File: src/rtl/dvp_axis_framer.sv
// Video framer for a raw 64-bit AXI-Stream: tags tuser on start-of-frame and tlast on end-of-line.
// Optional statistics counters are built when DVP_FRAMER_STAT_EN is defined.
module dvp_axis_framer #(
   parameter int P_AXIS_DATA_WIDTH = 64,
   parameter int P_CNT_WIDTH       = 16
) (
   input  logic                         i_axi_clk,
   input  logic                         i_axi_rstn,
   input  logic                         i_ena,
   input  logic [P_CNT_WIDTH-1:0]       i_line_beats,
   input  logic [P_CNT_WIDTH-1:0]       i_frame_lines,
   input  logic                         s_axis_tvalid,
   output logic                         s_axis_tready,
   input  logic [P_AXIS_DATA_WIDTH-1:0] s_axis_tdata,
   output logic                         m_axis_tvalid,
   input  logic                         m_axis_tready,
   output logic [P_AXIS_DATA_WIDTH-1:0] m_axis_tdata,
   output logic                         m_axis_tuser,
   output logic                         m_axis_tlast,
   output logic                         o_busy,
   output logic                         o_frame_done,
   output logic                         o_cfg_err,
   output logic [15:0]                  o_frame_cnt,
   output logic [31:0]                  o_stall_cnt
);

   typedef enum logic [1:0] {ST_IDLE, ST_RUN, ST_DRAIN} state_t;

   localparam logic [P_CNT_WIDTH-1:0] CNT_ONE = P_CNT_WIDTH'(1);

   // Handshake: a beat moves on a port in any cycle where valid and ready are both high at the rising edge.
   state_t                         state_q, state_d;
   logic [P_CNT_WIDTH-1:0]         lb_q, lb_d, fl_q, fl_d;
   logic [P_CNT_WIDTH-1:0]         beat_cnt_q, beat_cnt_d, line_cnt_q, line_cnt_d;
   logic                           sof_q, sof_d;
   logic                           stop_q, stop_d;
   logic                           cfg_err_q, cfg_err_d;
   logic                           s_ready_q, s_ready_d;
   logic                           busy_q, busy_d;
   logic                           m_valid_q, m_valid_d;
   logic [P_AXIS_DATA_WIDTH-1:0]   m_data_q, m_data_d;
   logic                           m_user_q, m_user_d, m_last_q, m_last_d, m_eof_q, m_eof_d;
   logic                           sk_valid_q, sk_valid_d;
   logic [P_AXIS_DATA_WIDTH-1:0]   sk_data_q, sk_data_d;
   logic                           sk_user_q, sk_user_d, sk_last_q, sk_last_d, sk_eof_q, sk_eof_d;

   logic accept, out_fire, in_last, in_eof, cfg_ok;

   always_comb begin
      accept   = s_ready_q & s_axis_tvalid;
      out_fire = m_valid_q & m_axis_tready;
      in_last  = (beat_cnt_q == lb_q - CNT_ONE);
      in_eof   = in_last && (line_cnt_q == fl_q - CNT_ONE);
      cfg_ok   = (i_line_beats != '0) && (i_frame_lines != '0);

      state_d    = state_q;
      lb_d       = lb_q;
      fl_d       = fl_q;
      beat_cnt_d = beat_cnt_q;
      line_cnt_d = line_cnt_q;
      sof_d      = sof_q;
      stop_d     = stop_q;
      cfg_err_d  = cfg_err_q;

      case (state_q)
         ST_IDLE: begin
            if (i_ena) begin
               if (cfg_ok) begin
                  lb_d       = i_line_beats;
                  fl_d       = i_frame_lines;
                  beat_cnt_d = '0;
                  line_cnt_d = '0;
                  sof_d      = 1'b1;
                  stop_d     = 1'b0;
                  state_d    = ST_RUN;
               end else begin
                  cfg_err_d = 1'b1;
               end
            end
         end
         default: begin
            // stop_q: the frame's last beat is in; wait for the skid buffer to flush before IDLE.
            if (stop_q) begin
               if (!m_valid_q && !sk_valid_q) state_d = ST_IDLE;
            end else begin
               if (accept) begin
                  sof_d = 1'b0;
                  if (in_last) begin
                     beat_cnt_d = '0;
                     line_cnt_d = in_eof ? '0 : line_cnt_q + CNT_ONE;
                  end else begin
                     beat_cnt_d = beat_cnt_q + CNT_ONE;
                  end
                  if (in_eof) begin
                     if (state_q == ST_RUN && i_ena && cfg_ok) begin
                        lb_d  = i_line_beats;
                        fl_d  = i_frame_lines;
                        sof_d = 1'b1;
                     end else begin
                        stop_d = 1'b1;
                        if (state_q == ST_RUN && i_ena) cfg_err_d = 1'b1;
                     end
                  end
               end
               if (!stop_d && state_q == ST_RUN && !i_ena) state_d = ST_DRAIN;
            end
         end
      endcase

      m_valid_d  = m_valid_q;
      m_data_d   = m_data_q;
      m_user_d   = m_user_q;
      m_last_d   = m_last_q;
      m_eof_d    = m_eof_q;
      sk_valid_d = sk_valid_q;
      sk_data_d  = sk_data_q;
      sk_user_d  = sk_user_q;
      sk_last_d  = sk_last_q;
      sk_eof_d   = sk_eof_q;

      // The input is only ready while the skid is empty, so accept and sk_valid_q never coincide.
      if (out_fire || !m_valid_q) begin
         if (sk_valid_q) begin
            m_valid_d  = 1'b1;
            m_data_d   = sk_data_q;
            m_user_d   = sk_user_q;
            m_last_d   = sk_last_q;
            m_eof_d    = sk_eof_q;
            sk_valid_d = 1'b0;
         end else if (accept) begin
            m_valid_d = 1'b1;
            m_data_d  = s_axis_tdata;
            m_user_d  = sof_q;
            m_last_d  = in_last;
            m_eof_d   = in_eof;
         end else begin
            m_valid_d = 1'b0;
         end
      end else if (accept) begin
         sk_valid_d = 1'b1;
         sk_data_d  = s_axis_tdata;
         sk_user_d  = sof_q;
         sk_last_d  = in_last;
         sk_eof_d   = in_eof;
      end

      s_ready_d = (state_d != ST_IDLE) && !stop_d && !sk_valid_d;
      busy_d    = (state_d != ST_IDLE);
   end

   always_ff @(posedge i_axi_clk or negedge i_axi_rstn) begin
      if (!i_axi_rstn) begin
         state_q    <= ST_IDLE;
         lb_q       <= '0;
         fl_q       <= '0;
         beat_cnt_q <= '0;
         line_cnt_q <= '0;
         sof_q      <= 1'b0;
         stop_q     <= 1'b0;
         cfg_err_q  <= 1'b0;
         s_ready_q  <= 1'b0;
         busy_q     <= 1'b0;
         m_valid_q  <= 1'b0;
         m_data_q   <= '0;
         m_user_q   <= 1'b0;
         m_last_q   <= 1'b0;
         m_eof_q    <= 1'b0;
         sk_valid_q <= 1'b0;
         sk_data_q  <= '0;
         sk_user_q  <= 1'b0;
         sk_last_q  <= 1'b0;
         sk_eof_q   <= 1'b0;
      end else begin
         state_q    <= state_d;
         lb_q       <= lb_d;
         fl_q       <= fl_d;
         beat_cnt_q <= beat_cnt_d;
         line_cnt_q <= line_cnt_d;
         sof_q      <= sof_d;
         stop_q     <= stop_d;
         cfg_err_q  <= cfg_err_d;
         s_ready_q  <= s_ready_d;
         busy_q     <= busy_d;
         m_valid_q  <= m_valid_d;
         m_data_q   <= m_data_d;
         m_user_q   <= m_user_d;
         m_last_q   <= m_last_d;
         m_eof_q    <= m_eof_d;
         sk_valid_q <= sk_valid_d;
         sk_data_q  <= sk_data_d;
         sk_user_q  <= sk_user_d;
         sk_last_q  <= sk_last_d;
         sk_eof_q   <= sk_eof_d;
      end
   end

   assign s_axis_tready = s_ready_q;
   assign m_axis_tvalid = m_valid_q;
   assign m_axis_tdata  = m_data_q;
   assign m_axis_tuser  = m_user_q;
   assign m_axis_tlast  = m_last_q;
   assign o_busy        = busy_q;
   assign o_cfg_err     = cfg_err_q;
   assign o_frame_done  = m_valid_q & m_axis_tready & m_eof_q;

`ifdef DVP_FRAMER_STAT_EN
   logic [15:0] frame_cnt_q, frame_cnt_d;
   logic [31:0] stall_cnt_q, stall_cnt_d;

   always_comb begin
      frame_cnt_d = o_frame_done ? frame_cnt_q + 16'd1 : frame_cnt_q;
      stall_cnt_d = stall_cnt_q;
      if (m_valid_q && !m_axis_tready && stall_cnt_q != 32'hFFFF_FFFF) stall_cnt_d = stall_cnt_q + 32'd1;
   end

   always_ff @(posedge i_axi_clk or negedge i_axi_rstn) begin
      if (!i_axi_rstn) begin
         frame_cnt_q <= '0;
         stall_cnt_q <= '0;
      end else begin
         frame_cnt_q <= frame_cnt_d;
         stall_cnt_q <= stall_cnt_d;
      end
   end

   assign o_frame_cnt = frame_cnt_q;
   assign o_stall_cnt = stall_cnt_q;
`else
   assign o_frame_cnt = '0;
   assign o_stall_cnt = '0;
`endif

endmodule
File: config.mk
export PLATFORM = sky130hd
export DESIGN_NAME = dvp_axis_framer
export DESIGN_NICKNAME = d
export VERILOG_FILES = /design/src/rtl/dvp_axis_framer.sv
export SDC_FILE = /design/constraint.sdc
export NUM_CORES = 1
export LEC_CHECK = 0
export CORE_AREA = 8 8 195 197
export CTS_CLUSTER_SIZE = 24
export DETAILED_ROUTE_END_ITERATION = 6
export DIE_AREA = 0 0 203 205
export SYNTH_ARGS = -nofsm -noshare
export SYNTH_HDL_FRONTEND = slang
export SYNTH_SLANG_ARGS = --single-unit
File: constraint.sdc
create_clock -name i_axi_clk -period 5.4 [get_ports i_axi_clk]
set_clock_uncertainty 0.1 [all_clocks]
set_input_delay 1.08 -clock i_axi_clk [delete_from_list [all_inputs] [get_ports i_axi_clk]]
set_output_delay 1.08 -clock i_axi_clk [all_outputs]
set_load 0.02 [all_outputs]
==> metrics.txt, run 1 <==
crit-path max FO=11; detailed-router iteration count before antenna repair=4; min Tclk post-route=3.88 ns; average size of a mapped cell=10.9 um^2; largest net degree at the start of global routing=110; # IOs=220; sequential area share after synthesis=0.501; via count=7519; Leak Pwr=5.36 nW; Min Hold Slack=0.373 ns; Initial Util=0.295; Worst Hold Class=reg2reg; Pwr Density=539 mW/mm^2; ANT cells=0; WL/cell=16.4 um; Setup TNS Final=0 ns; layout cell share with drive strength beyond 1=0.145; Setup Fix Bufs, Post-CTS=0; Hold Path Cell Cnt=1; post_cts resized=0; H-tree levels=1; gr ovfl total=0; status=complete, no violations; fillers=3413; MaxCap Viol Count=0; EDFF count, synth=0; Inserted Clock Buffers=25; Sequential Power Share=0.387; Clock Latency Late Sink=0.53 ns; Worst Setup End Kind=flip-flop; Gate power share=0.382; NetSw=2.54 mW; critical path arrival=4.18 ns; Synth Register Bits=207; Clock Power Share=0.232; clk slew on worst S/H paths=0.05 ns; unrepaired setup endpoints after global routing=false; Critical Path Source Type=flip-flop; global placement routability congestion=0.793; Fmax achieved=258 MHz; asr flop ratio synth=1.00; # nets final=1216; area grow syn2layout=27.1%; initial DRC count=338; DRC=0; most common cell after layout, fill and taps aside=dfrtp_1; P_int=4.53 mW; Synth Cell Area=0.0103 mm^2; Final Routed Wirelength=26.1 mm; initial antenna violation count=1; Reg2Reg Depth=10; final cell count without fillers=1586; count of different cell masters after synthesis=64; row count=69; worst ir drop on vdd=0.269 mV; WP data required=5.70 ns; Slew @ Worst Pin=1.04 ns; vias in the first global route=7639; Via density=4.74; dpl cells=1545; Die X=203 um; Power, Total=7.07 mW; CTS tree=built; Clock Root Buffer=clkbuf_16; final setup vio count=0; die height=205 um; Final Cycle Share=0.719; Slew Limit Fails=0; first-pass GRT wire length=41.9 mm; hold_buf cts=0; Sink Count=207; CTS Buffer Depth=3; YS warnings=0; WS Path Type=reg2reg; Core Area=0.0350 mm^2; Post-Syn Instances=949; final hold vios=0; Buffers on Ports=171; sw frac=0.359; gr usage total=0.122; die area=0.0416 mm^2; most frequent cells in the layout=dfrtp_1, clkdlybuf4s50_1, nor2_1; Rel. slew slack=0.305; Primary FF master, synth=dfrtp_1; Post-DRT Antenna Nets=0; hpwl dp=18.3 mm
final cells by class:
class / count / area (um^2) / share of cell area
inverters: 12 / 45.0 / 0.00343
clock inverters: 3 / 68.8 / 0.00524
repair buffers: 181 / 1790 / 0.136
well taps: 461 / 577 / 0.0439
clock buffers: 38 / 714 / 0.0544
multi-input cells: 684 / 4750 / 0.362
flip-flops and latches: 207 / 5180 / 0.395
power by group through the flow:
stage | Clock (mW) | Sequential [mW] | Combinational (mW)
4_1_cts | 1.71 | 2.75 | 2.74
6_report | 1.64 | 2.74 | 2.70
2_1_floorplan | 0 | 2.90 | 1.53
3_3_place_gp | 0 | 2.75 | 2.68
5_1_grt | 1.76 | 2.84 | 2.98
3_5_place_dp | 0 | 2.76 | 2.73
registers in the layout (all words and copies together), names as in the netlist, 2 cells and up:
signal,count
sk_data_q,64
lb_q,16
line_cnt_q,16
fl_q,16
m_axis_tdata,64
beat_cnt_q,16
state_q,2
synthesized netlist by cell type (10+ instances only):
cell / number / area, um^2
o21ai_0: 21 / 105
nand3_1: 15 / 75.1
xor2_1: 24 / 210
mux2i_1: 67 / 671
buf_4: 49 / 368
clkbuf_1: 26 / 97.6
or3_1: 10 / 62.6
a21oi_1: 90 / 450
mux2_2: 98 / 1100
nand4_1: 17 / 106
and3_1: 12 / 75.1
nor4_1: 14 / 87.6
xnor2_1: 26 / 228
buf_1: 12 / 45.0
inv_1: 12 / 45.0
nor2_1: 110 / 413
nand2_1: 30 / 113
dfrtp_1: 207 / 5180
per-layer routing:
layer,vias up,routed length (um),global-route usage
li1,3609,-,-
met5,-,10,0
met4,2,593,0.0272
met1,3659,11400,0.155
met3,42,2540,0.0512
met2,207,11500,0.192
final timing paths:
kind                                  from          endpoint  slack (ns)
worst max-delay path               lb_q[0]    line_cnt_q[12]        1.52
max in group asynchronous       i_axi_rstn           lb_q[8]        3.51
worst min-delay path             o_cfg_err         o_cfg_err        0.37
worst min register to register   o_cfg_err         o_cfg_err        0.37
min in group asynchronous       i_axi_rstn  m_axis_tdata[54]        0.53
worst max register to register     lb_q[0]    line_cnt_q[12]        1.52
worst max-delay path: stages, from the launching register on:
cell and delay [ns]:
dfrtp_1 0.43, inv_1 0.09, ha_1 0.17, nor3b_2 0.47, nor4b_1 0.29, a311oi_1 0.09, a2111oi_2 0.48, and4_1 0.43
or4b_4 0.55, a21oi_2 0.46, o21ba_2 0.23
cell families after synthesis:
kind of cell,count (synthesis),synth area share
xor+xnor,50,0.0424
compound gates,154,0.0879
buf+inv,105,0.0573
other cells,1,0.000363
mux,165,0.172
simple gates,262,0.133
fa+ha+maj,5,0.00581
flops,207,0.501
per-stage QoR:
step                      setup slack (ns)  utilization  cell area [um^2]
after floorplan                       2.13            -             10500
after global placement                1.50        0.353             12300
after detailed placement              1.45        0.353             12300
after CTS                             1.50        0.376             13100
after global routing                  1.17        0.376             13100
final                                 1.52        0.376             13100
No activity file was read; power rests on OpenSTA's default activity.
==> run 2, diff against run 1 <==
==> constraint.sdc (replaced) <==
create_clock -name i_axi_clk -period 3.9 [get_ports i_axi_clk]
set_clock_uncertainty 0.1 [all_clocks]
set_input_delay 0.78 -clock i_axi_clk [delete_from_list [all_inputs] [get_ports i_axi_clk]]
set_output_delay 0.78 -clock i_axi_clk [all_outputs]
set_load 0.02 [all_outputs]
==> metrics.txt, run 2 (synthesis results as in run 1) <==
Clock Latency Late Sink=0.54 ns (about the same); Buffers on Ports=171 (unchanged); Clock Root Buffer=clkbuf_16; MaxCap Viol Count=0 (unchanged); vias in the first global route=7857 (+2.9%); unrepaired setup endpoints after global routing=false; final setup vio count=0 (unchanged); Final Routed Wirelength=26.4 mm (+1.1%); Via density=4.76 (+0.31%); WL/cell=16.5 um (+0.35%); most frequent cells in the layout=dfrtp_1, clkdlybuf4s50_1, nor2_1; via count=7599 (+1.1%); critical path arrival=3.88 ns (-0.30 ns); Most common cell on crit path=nor3_1; Pwr Density=755 mW/mm^2 (+40%); status=complete, no violations; row count=69 (unchanged); DRC=0 (unchanged); Fmax achieved=279 MHz (+8.5%); die area=0.0416 mm^2 (unchanged); Slew Limit Fails=0 (unchanged); gr ovfl total=0 (unchanged); final core utilization=0.383 (+0.00734); Rel. slew slack=0.325 (+0.0201); largest net degree at the start of global routing=82 (-25%); Worst Setup End Kind=flip-flop; die height=205 um (unchanged); Final Cycle Share=0.918 (+0.198); most common cell after layout, fill and taps aside=dfrtp_1; # nets final=1223 (+0.58%); Leak Pwr=5.49 nW (+2.4%); hpwl dp=18.7 mm (+2.3%); Worst Hold Class=in2async; Setup TNS Final=0 ns (unchanged); Sink Count=207 (unchanged); gr usage total=0.124 (+0.00144); area grow syn2layout=29.6%; Inserted Clock Buffers=26 (+4.0%); WS Path Type=reg2reg; CTS Buffer Depth=3 (unchanged); fillers=3453 (+1.2%); slowest CP cell=or4b_1; CTS tree=built; global placement routability congestion=0.822 (+3.6%); crit path cell chain=inv_1 > ha_1 > or4b_1 > nor3_1 > xor2_1 > and3_1 > nor3_1 > nor4_2 > o21ai_2 > buf_12 > mux2_2; Slew @ Worst Pin=1.01 ns (-0.0302 ns); Critical Path Source Type=flip-flop; R2R Path Start=fl_q[0]; layout cell share with drive strength beyond 1=0.158 (+0.0134); Post-DRT Antenna Nets=0 (unchanged); area of the multi-input gates=0.00476 mm^2 (+0.13%); initial DRC count=348 (+3.0%); clk slew on worst S/H paths=0.06 ns (about the same); Initial Util=0.295 (unchanged); # IOs=220 (unchanged); worst ir drop on vdd=0.411 mV (+53%); crit-path max FO=32 (+21); Die X=203 um (unchanged); min Tclk post-route=3.58 ns (-0.305 ns); ANT cells=0 (unchanged); WP data required=4.20 ns (-1.50 ns); H-tree levels=1 (unchanged); Max stage delay on crit path=0.60 ns (+0.05 ns); detailed-router iteration count before antenna repair=5 (+1); FF/Latch Area=0.00518 mm^2 (unchanged); final hold vios=0 (unchanged); first-pass GRT wire length=42.2 mm (+0.71%); Core Area=0.0350 mm^2 (unchanged); critical path startpoint=fl_q[0]; Setup Fix Bufs, Post-CTS=0 (unchanged); initial antenna violation count=0 (-1)
-- run 2: cell count changes in the layout (fill, tap and decap cells not counted), sizes merged --
cell	delta
clkinv	+6
inv	-1
buf	+6
clkbuf	-1
clkinvlp	+1
bufinv	+1
-- run 2: path summary, 6_finish.rpt --
path / endpoint / slack [ns] / cells after the start
worst min-delay path: m_axis_tdata[56] / 0.17 / 1
worst max-delay path: lb_q[11] / 0.32 / 11
worst min register to register: o_cfg_err / 0.38 / 1
min in group i_axi_clk: o_cfg_err / 0.38 / 1
max in group asynchronous: sk_data_q[13] / 2.73 / 2
worst max register to register: lb_q[11] / 0.32 / 11
-- run 2: metal layers --
metal	up-vias	wire length, um	track usage
met5	-	0	0
met4	0	535	0.0280
met3	34	2520	0.0511
met2	225	11700	0.197
met1	3710	11600	0.155
li1	3630	-	-
-- run 2: layout make-up --
cell class                 instances  share of cell area
clock buffer                      37              0.0569
inverter                          12             0.00336
tap                              461              0.0431
sequential                       207               0.387
clock inverter                    10              0.0104
timing repair buffer             187               0.144
multi-input combinational        684               0.355
-- run 2: where the power goes --
| part | switching (mW) | leakage [nW] | internal (mW) |
|---|---|---|---|
| sequential | 0.740 | 2.48 | 3.06 |
| combinational | 1.93 | 2.56 | 1.90 |
| clock | 0.930 | 0.444 | 1.55 |
| total | 3.60 | 5.49 | 6.51 |
-- run 2: stage by stage --
step	cell area, um^2	setup slack (ns)	instances	hold WS [ns]	power, mW
global placement	12500	0.289	1551	0.364	7.60
finish	13400	0.321	1598	0.174	10.1
detailed placement	12500	0.232	1551	0.366	7.67
CTS	13400	0.222	1598	0.192	10.3
floorplan	10500	0.628	996	0.350	6.13
global route	13400	0.0535	1598	0.214	10.8
-- run 2: timing repair --
action,CTS,global route
hold buffers,0,0
resized for setup,0,1
endpoints found under the setup margin,0,7
-- run 2: critical path: cells and delay by family (launching register included) --
kind,cells,cell delay (ns)
AO/OA/AOI/OAI,1,0.22
XOR/XNOR,1,0.09
multiplexers,1,0.35
flip-flops,1,0.42
adder cells (fa/ha/maj),1,0.27
buffers and inverters,2,0.30
AND/OR/NAND/NOR,5,1.69
